--- config.mk ---
export PLATFORM = sky130hd
export DESIGN_NAME = prbs_gen_flat
export DESIGN_NICKNAME = d
export VERILOG_FILES = /design/src/rtl/prbs_gen_if.sv /design/src/rtl/prbs_gen.sv /design/src/flat_wrapper.sv
export SDC_FILE = /design/constraint.sdc
export NUM_CORES = 1
export LEC_CHECK = 0
export ABC_AREA = 1
export BUFFER_PORTS_ARGS = -buffer_cell sky130_fd_sc_hd__buf_2
export CAP_MARGIN = 0
export CORE_MARGIN = 3
export CORE_UTILIZATION = 50
export CTS_BUF_LIST = sky130_fd_sc_hd__clkbuf_16
export DETAILED_ROUTE_END_ITERATION = 7
export PLACE_DENSITY = 0.8
export REMOVE_ABC_BUFFERS = 1
export SLEW_MARGIN = 20
export SYNTH_ARGS = -nofsm -noshare
export SYNTH_HDL_FRONTEND = slang
export SYNTH_SLANG_ARGS = --single-unit
--- constraint.sdc ---
create_clock -name clk -period 1.15 [get_ports clk]
set_input_delay 0.23 -clock clk [delete_from_list [all_inputs] [get_ports clk]]
set_output_delay 0.23 -clock clk [all_outputs]
set_load 0.05 [all_outputs]
--- src/rtl/prbs_gen_if.sv ---
// Control and output bundle of the PRBS generator; master drives load/en
// and the tap/seed values, slave (the generator) returns the bit words.
interface prbs_gen_if #(
  parameter int N     = 8,
  parameter int OUT_W = 1
);
  logic             en;
  logic             load;
  logic [N-1:0]     seed_in;
  logic [N-1:0]     poly_in;
  logic [OUT_W-1:0] data_out;
  logic             data_valid;
  logic             sync;
  logic             lockup;

  modport master (
    output en, load, seed_in, poly_in,
    input  data_out, data_valid, sync, lockup
  );

  modport slave (
    input  en, load, seed_in, poly_in,
    output data_out, data_valid, sync, lockup
  );
endinterface

--- src/rtl/prbs_gen.sv ---
// Fibonacci LFSR bit generator: OUT_W steps per enabled clock, one-cycle latency,
// no backpressure (en is a request to advance, data_valid flags the word).
module prbs_gen #(
  parameter int           N     = 8,
  parameter int           OUT_W = 1,
  parameter logic [N-1:0] POLY  = 8'b10001110,
  parameter logic [N-1:0] SEED  = 8'b00001000
) (
  input  logic      clk,
  input  logic      rst_n,
  prbs_gen_if.slave bus
);

  if (N < 2 || N > 32) begin : g_bad_n
    $error("prbs_gen: N must be in 2..32");
  end
  if (OUT_W < 1 || OUT_W > N) begin : g_bad_out_w
    $error("prbs_gen: OUT_W must be in 1..N");
  end
  if (SEED == '0) begin : g_bad_seed
    $error("prbs_gen: SEED must be nonzero");
  end

  logic [N-1:0]     state;
  logic [N-1:0]     poly_r;
  logic [N-1:0]     seed_r;
  logic [N-1:0]     taps;
  logic [N-1:0]     seed_sel;
  logic [N-1:0]     walk;
  logic [OUT_W-1:0] word;
  logic [OUT_W-1:0] data_out;
  logic             data_valid;
  logic             sync;
  logic             lockup;

  function automatic logic feedback(input logic [N-1:0] s, input logic [N-1:0] t);
    return ^(s & t);
  endfunction

  // poly_r is stored MSB-first relative to the state taps; flip once here.
  always_comb begin
    taps = '0;
    for (int i = 0; i < N; i++) begin
      taps[i] = poly_r[N-1-i];
    end
  end

  assign seed_sel = (bus.seed_in == '0) ? SEED : bus.seed_in;

  // Unrolled OUT_W-step chain; word[0] is the oldest bit.
  always_comb begin
    walk = state;
    word = '0;
    for (int k = 0; k < OUT_W; k++) begin
      word[k] = walk[0];
      walk    = {feedback(walk, taps), walk[N-1:1]};
    end
  end

  always_ff @(posedge clk or negedge rst_n) begin
    if (!rst_n) begin
      state      <= SEED;
      poly_r     <= POLY;
      seed_r     <= SEED;
      data_out   <= '0;
      data_valid <= 1'b0;
      sync       <= 1'b0;
      lockup     <= 1'b0;
    end else if (bus.load) begin
      poly_r     <= bus.poly_in;
      seed_r     <= seed_sel;
      state      <= seed_sel;
      lockup     <= 1'b0;
      data_valid <= 1'b0;
      sync       <= 1'b0;
    end else if (bus.en) begin
      if (state == '0) begin
        // Only reachable with a non-invertible tap set; restart from the seed.
        state      <= seed_r;
        lockup     <= 1'b1;
        data_valid <= 1'b0;
        sync       <= 1'b0;
      end else begin
        state      <= walk;
        data_out   <= word;
        data_valid <= 1'b1;
        sync       <= (state == seed_r);
      end
    end else begin
      data_valid <= 1'b0;
      sync       <= 1'b0;
    end
  end

  assign bus.data_out   = data_out;
  assign bus.data_valid = data_valid;
  assign bus.sync       = sync;
  assign bus.lockup     = lockup;

endmodule

--- src/flat_wrapper.sv ---
// flat-port wrapper written by rule: the top's interface ports become plain ports
module prbs_gen_flat 
#(
  parameter int           N     = 8,
  parameter int           OUT_W = 1,
  parameter logic [N-1:0] POLY  = 8'b10001110,
  parameter logic [N-1:0] SEED  = 8'b00001000
)
  (clk, rst_n, bus_en, bus_load, bus_seed_in, bus_poly_in, bus_data_out, bus_data_valid, bus_sync, bus_lockup);
  prbs_gen_if #(.N(N), .OUT_W(OUT_W)) bus_i ();
  input  logic clk;
  input  logic rst_n;
  input wire logic [$bits(bus_i.en)-1:0] bus_en;
  input wire logic [$bits(bus_i.load)-1:0] bus_load;
  input wire logic [$bits(bus_i.seed_in)-1:0] bus_seed_in;
  input wire logic [$bits(bus_i.poly_in)-1:0] bus_poly_in;
  output wire logic [$bits(bus_i.data_out)-1:0] bus_data_out;
  output wire logic [$bits(bus_i.data_valid)-1:0] bus_data_valid;
  output wire logic [$bits(bus_i.sync)-1:0] bus_sync;
  output wire logic [$bits(bus_i.lockup)-1:0] bus_lockup;
  assign bus_i.en = bus_en;
  assign bus_i.load = bus_load;
  assign bus_i.seed_in = bus_seed_in;
  assign bus_i.poly_in = bus_poly_in;
  assign bus_data_out = bus_i.data_out;
  assign bus_data_valid = bus_i.data_valid;
  assign bus_sync = bus_i.sync;
  assign bus_lockup = bus_i.lockup;
  prbs_gen #(.N(N), .OUT_W(OUT_W), .POLY(POLY), .SEED(SEED)) u_core (.clk(clk), .rst_n(rst_n), .bus(bus_i));
endmodule
; Yosys cells after proc, flatten, opt, wreduce, memory -nomap -nowiden
; Index checks and enable logic that the tools add are counted.
[word_totals]
register_bits = 28
in_bits = 20
out_inout_bits = 4
elab_cells = 31
[op_classes]
eq_ne = 1
muxes = 13
bitwise = 3
reduce_logical = 7
[op_table]
columns = op, count
row1 = 8-bit 2-to-1 mux, 4
row2 = 8-bit logical NOT, 2
row3 = 1-bit 2-to-1 mux, 9
row4 = 8-bit bitwise AND, 1
row5 = 8-bit equality test, 1
row6 = 8-bit XOR reduction, 1
row7 = 2-bit nonzero test, 2
row8 = 3-bit AND reduction, 1
row9 = 1-bit inverter, 2
row10 = 2-bit AND reduction, 1

; Depth between registers and ports, before layout
[logic_depth]
ltp_word = 5
ltp_mapped = 9

; Least setup slack after synthesis
; No wires, ideal clock.
[synth_timing]
path_type = reg-to-reg
startpoint = reg u_core.state[3]
endpoint = reg u_core.state[7]
arrival_ns = 1.018
t_required_ns = 1.033
path_slack_ns = 0.015
stages_incl_launch_ff = 10
synth_period_minus_slack_ns = 1.135
path_cell_list = dfstp_2 nand2_1 inv_1 nand2_1 nand2_1 nand2_1 nand2_1 nand2_1 nand3_1 nand2_1
[synth_between]
elab_chain_cells = 5
word_cells_on_any_way = 6
cone_classes = mux: 3 / bitwise: 1 / reduce/logical: 2
[synth_lines]
columns = item, line_no
row1 = start: declaration, prbs_gen.sv:24  ; logic [N-1:0] state;
row2 = start signal: assignment, prbs_gen.sv:72  ; state <= seed_sel;
row3 = start signal: assignment, prbs_gen.sv:79  ; state <= seed_r;
row4 = start signal: assignment, prbs_gen.sv:84  ; state <= walk;
row5 = 8-bit bitwise AND, prbs_gen.sv:37  ; return ^(s & t);
row6 = 8-bit XOR reduction, prbs_gen.sv:37
row7 = 8-bit 2-to-1 mux (*), prbs_gen.sv:77  ; if (state == '0) begin
row8 = 8-bit 2-to-1 mux (*), prbs_gen.sv:76  ; end else if (bus.en) begin
row9 = 8-bit 2-to-1 mux (*), prbs_gen.sv:69  ; end else if (bus.load) begin
; Every way passes the cells marked *; elsewhere a longest branch is shown, timed or not. The select of a mux whose other input is x is not followed.
; A chain may end at the register's enable or synchronous reset.

; Worst setup path in the final report
[layout_timing]
startpoint = reg u_core.state[6]
endpoint = reg u_core.data_out (netlist: u_core.bus.data_out)
[layout_between]
elab_chain_cells = 3
[layout_lines]
columns = item, line_no
row1 = 8-bit logical NOT, prbs_gen.sv:77
row2 = 1-bit inverter (no line), -
row3 = 3-bit AND reduction (no line), -
row4 = end signal: assignment, prbs_gen.sv:85  ; data_out <= word;
row5 = end: declaration, prbs_gen.sv:31  ; logic [OUT_W-1:0] data_out;
; Every way passes these cells.

==> flow_metrics.py <==
metrics = {
    "run_status": {
        "status": "finished with violations",
        "violations": "setup timing",
    },
    "worst_setup_path": {
        "rr_startpoint": "u_core.state[6]",
        "r2r_cells": 7,
        "startpoint_type": "flip-flop",
        "path_class": "reg -> reg",
        "worstSetupEndpointType": "flip-flop",
        "critPathMaxFanout": 5,
        "startpoint": "u_core.state[6]",
        "cp.required_ns": 1.33,
        "cp.arrival_ns": 1.45,
    },
    "global_routing": {
        "antenna_found_initial": 0,
        "grtUsageTotal_pct": 21.16,
        "first_global_vias": 1499,
        "grt_overflow": 0,
        "grt_pass1_wl_mm": 6.644,
        "grt_max_degree": 20,
    },
    "sta": {
        "setup_viol": 11,
        "skew_ns": 0.001787,
        "fin_crit_ns": 1.268,
        "rsz0062_at_grt": "yes",
        "hold_viol": 0,
        "whs_ns": 0.1608,
        "tns_ns": -0.8219,
        "slew_viol_final": 0,
        "setup_slack_ns": -0.1175,
        "maxSlewHeadroom_pct": 75.62,
        "finalCritPeriodShare_pct": 110.2,
        "tightest_slew_ns": 0.3651,
        "max_freq_mhz": 788.9,
    },
    "floorplanning": {
        "ios": 24,
        "die_height_um": 62.66,
        "die_w_um": 62.66,
        "fp-row-count": 19,
        "core_area_um2": 2900,
        "start_util_pct": 55.35,
        "die_area_um2": 3926,
    },
    "flow_run": {
        "drv_cap": 0,
    },
    "routing": {
        "vias": 1562,
        "vias_per_cell": 5.023,
        "wl_mm": 3.996,
        "first_pass_iters": 4,
        "drtIter0Drc": 96,
        "drc": 0,
        "avgRoutedWirePerCell_um": 12.85,
        "antenna_left": 0,
    },
    "power": {
        "irDropWorstVdd_v": 0.001147,
        "p_sw_share_pct": 30.95,
        "power_w": 0.002728,
        "combPwrFrac_pct": 27.6,
        "seqPwrFrac_pct": 43.7,
        "power.leakage_nw": 1.170,
        "clockPowerShare_pct": 28.7,
        "powerDensity_nw_per_um2": 1278,
        "p_switching_w": 0.0008445,
        "internal_power_w": 0.001884,
    },
    "logic_synthesis": {
        "ys_top_cells_by_count": "103 x nand2_1, 22 x dfrtp_1, 17 x inv_1, 12 x nor2_1, 10 x inv_2",
        "synth_area_um2": 1605,
        "synth-edff-count": 0,
        "yosys_warnings": 0,
        "avgSynthCellArea_um2": 7.398,
        "ys.flop_type": "dfrtp_1",
        "synth_cell_types": 26,
        "yosys.area.top_type_share_pct": 34.29,
        "synth_cells": 217,
        "yosys.cell_count.top_type": "nand2_1",
        "yosys-top-cells-area": "dfrtp_1 34%, nand2_1 24%, dfstp_2 9.8%, inv_1 4.0%, nor2_1 2.8%",
        "ys_ff_latch": 28,
        "yosys.area.top_type": "dfrtp_1",
        "synthArstFlopShare_pct": 100.0,
        "seq_area_frac_synth_pct": 44.12,
    },
    "placement": {
        "place_inst": 301,
        "hpwlAfterDp_mm": 2.855,
        "portBuffers": 23,
        "routabilityCongestion": 0.8114,
    },
    "layout": {
        "final_cells": 311,
        "fin_util_pct": 73.60,
        "nNetsFinal": 290,
        "drive_gt1_share_pct": 37.17,
        "areaGrowthSynthToFinish_pct": 32.97,
        "antennaDiodeCount": 0,
    },
    "cts": {
        "h-tree-depth": 1,
        "cts-buffers-inserted": 3,
        "cts_tree": "done",
        "insertion_delay_ns": 0.26,
        "cts.sinks": 28,
        "cts_root_buf": "clkbuf_16",
        "clk_pin_slew_ns": 0.07,
        "cts_buffer_depth": 2,
    },
    "hold_path": {
        "whs_path_depth": 3,
        "min-delay-start": "bus_poly_in[2]",
        "hold_path_class": "in -> reg",
    },
}
state kept, by name (all words and copies together), names as in the netlist:
name                   flops
u_core.seed_r              8
u_core.poly_r              8
u_core.bus.lockup          1
u_core.bus.data_valid      1
u_core.bus.sync            1
u_core.bus.data_out        1
u_core.state               8
routing by layer:
layer | routed length (um) | global-route usage [%]
met5 | 0 | 0
met4 | 58 | 7.989
met3 | 151 | 4.676
met2 | 2014 | 35.82
met1 | 1772 | 26.26
layout by cell type (no fill, tap or decap), types with 2 or more instances in the layout:
cell	Yosys	layout
xor2_1	4	3
nand3_2	0	3
o21ai_1	4	4
nand2_1	103	97
buf_4	2	25
nand2_2	0	5
buf_2	1	21
nor2_8	2	2
clkbuf_16	0	3
a22oi_2	0	3
inv_1	17	11
a21oi_1	5	2
nand3_1	6	3
nor2_4	2	3
o21ai_0	6	6
inv_2	10	16
clkbuf_4	0	2
nor2_1	12	12
a21oi_2	0	3
dfrtp_1	22	22
nand4_4	2	2
dfstp_2	6	6
final cells by class:
class / instances / area, um^2
inverter: 27 / 101.3
multi-input combinational: 159 / 844.6
clock inverter: 1 / 3.754
sequential: 28 / 708.2
fill: 214 / 765.7
clock buffer: 3 / 75.07
timing repair buffer: 51 / 349.1
tap: 42 / 52.55
critical path: stages, from the launching register on:
cell	delay [ns]
dfrtp_1	0.44
inv_2	0.11
nand4_4	0.16
nor2_8	0.21
nor2_4	0.06
inv_2	0.09
nand2_2	0.06
o21ai_2	0.06
power by group through the flow:
stage	logic, W	clock network (W)	registers [W]
2_1_floorplan	0.000355	0	0.00120
3_3_place_gp	0.000638	0	0.00118
3_5_place_dp	0.000659	0	0.00119
4_1_cts	0.000712	0.000794	0.00118
5_1_grt	0.000839	0.000832	0.00120
6_report	0.000753	0.000784	0.00119
cells by family after synthesis:
group | synth area share [%]
AOI/OAI and AO/OA | 9.354
DFF | 44.12
and+or+nand+nor | 36.09
xor gates and xnor gates | 2.182
buffers and inverters | 8.261
worst paths after layout:
| path | end | slack (ns) |
|---|---|---|
| worst max-delay path | u_core.bus.data_out | -0.12 |
| worst min-delay path | u_core.poly_r[2] | 0.16 |
| worst max register to register | u_core.bus.data_out | -0.12 |
| worst min register to register | u_core.poly_r[7] | 0.47 |
| max in group asynchronous | u_core.poly_r[7] | 0.29 |
| min in group asynchronous | u_core.state[7] | 0.39 |
through the flow:
stage               instance area (um^2)  worst slack (ns)
finish                              2135           -0.1175
CTS                                 2073          -0.09472
floorplan                           1574           0.01479
detailed placement                  1927           -0.1125
global placement                    1927           -0.1163
global route                        2135           -0.2011
what timing repair did:
item,CTS,global route
gates resized for setup,9,17
pin swaps,2,8
buffers inserted,4,0
endpoints found under the setup margin,10,13
gates cloned,1,0
endpoints found under the hold margin,9,0
hold buffers,1,0
No activity file was read; power rests on OpenSTA's default activity.
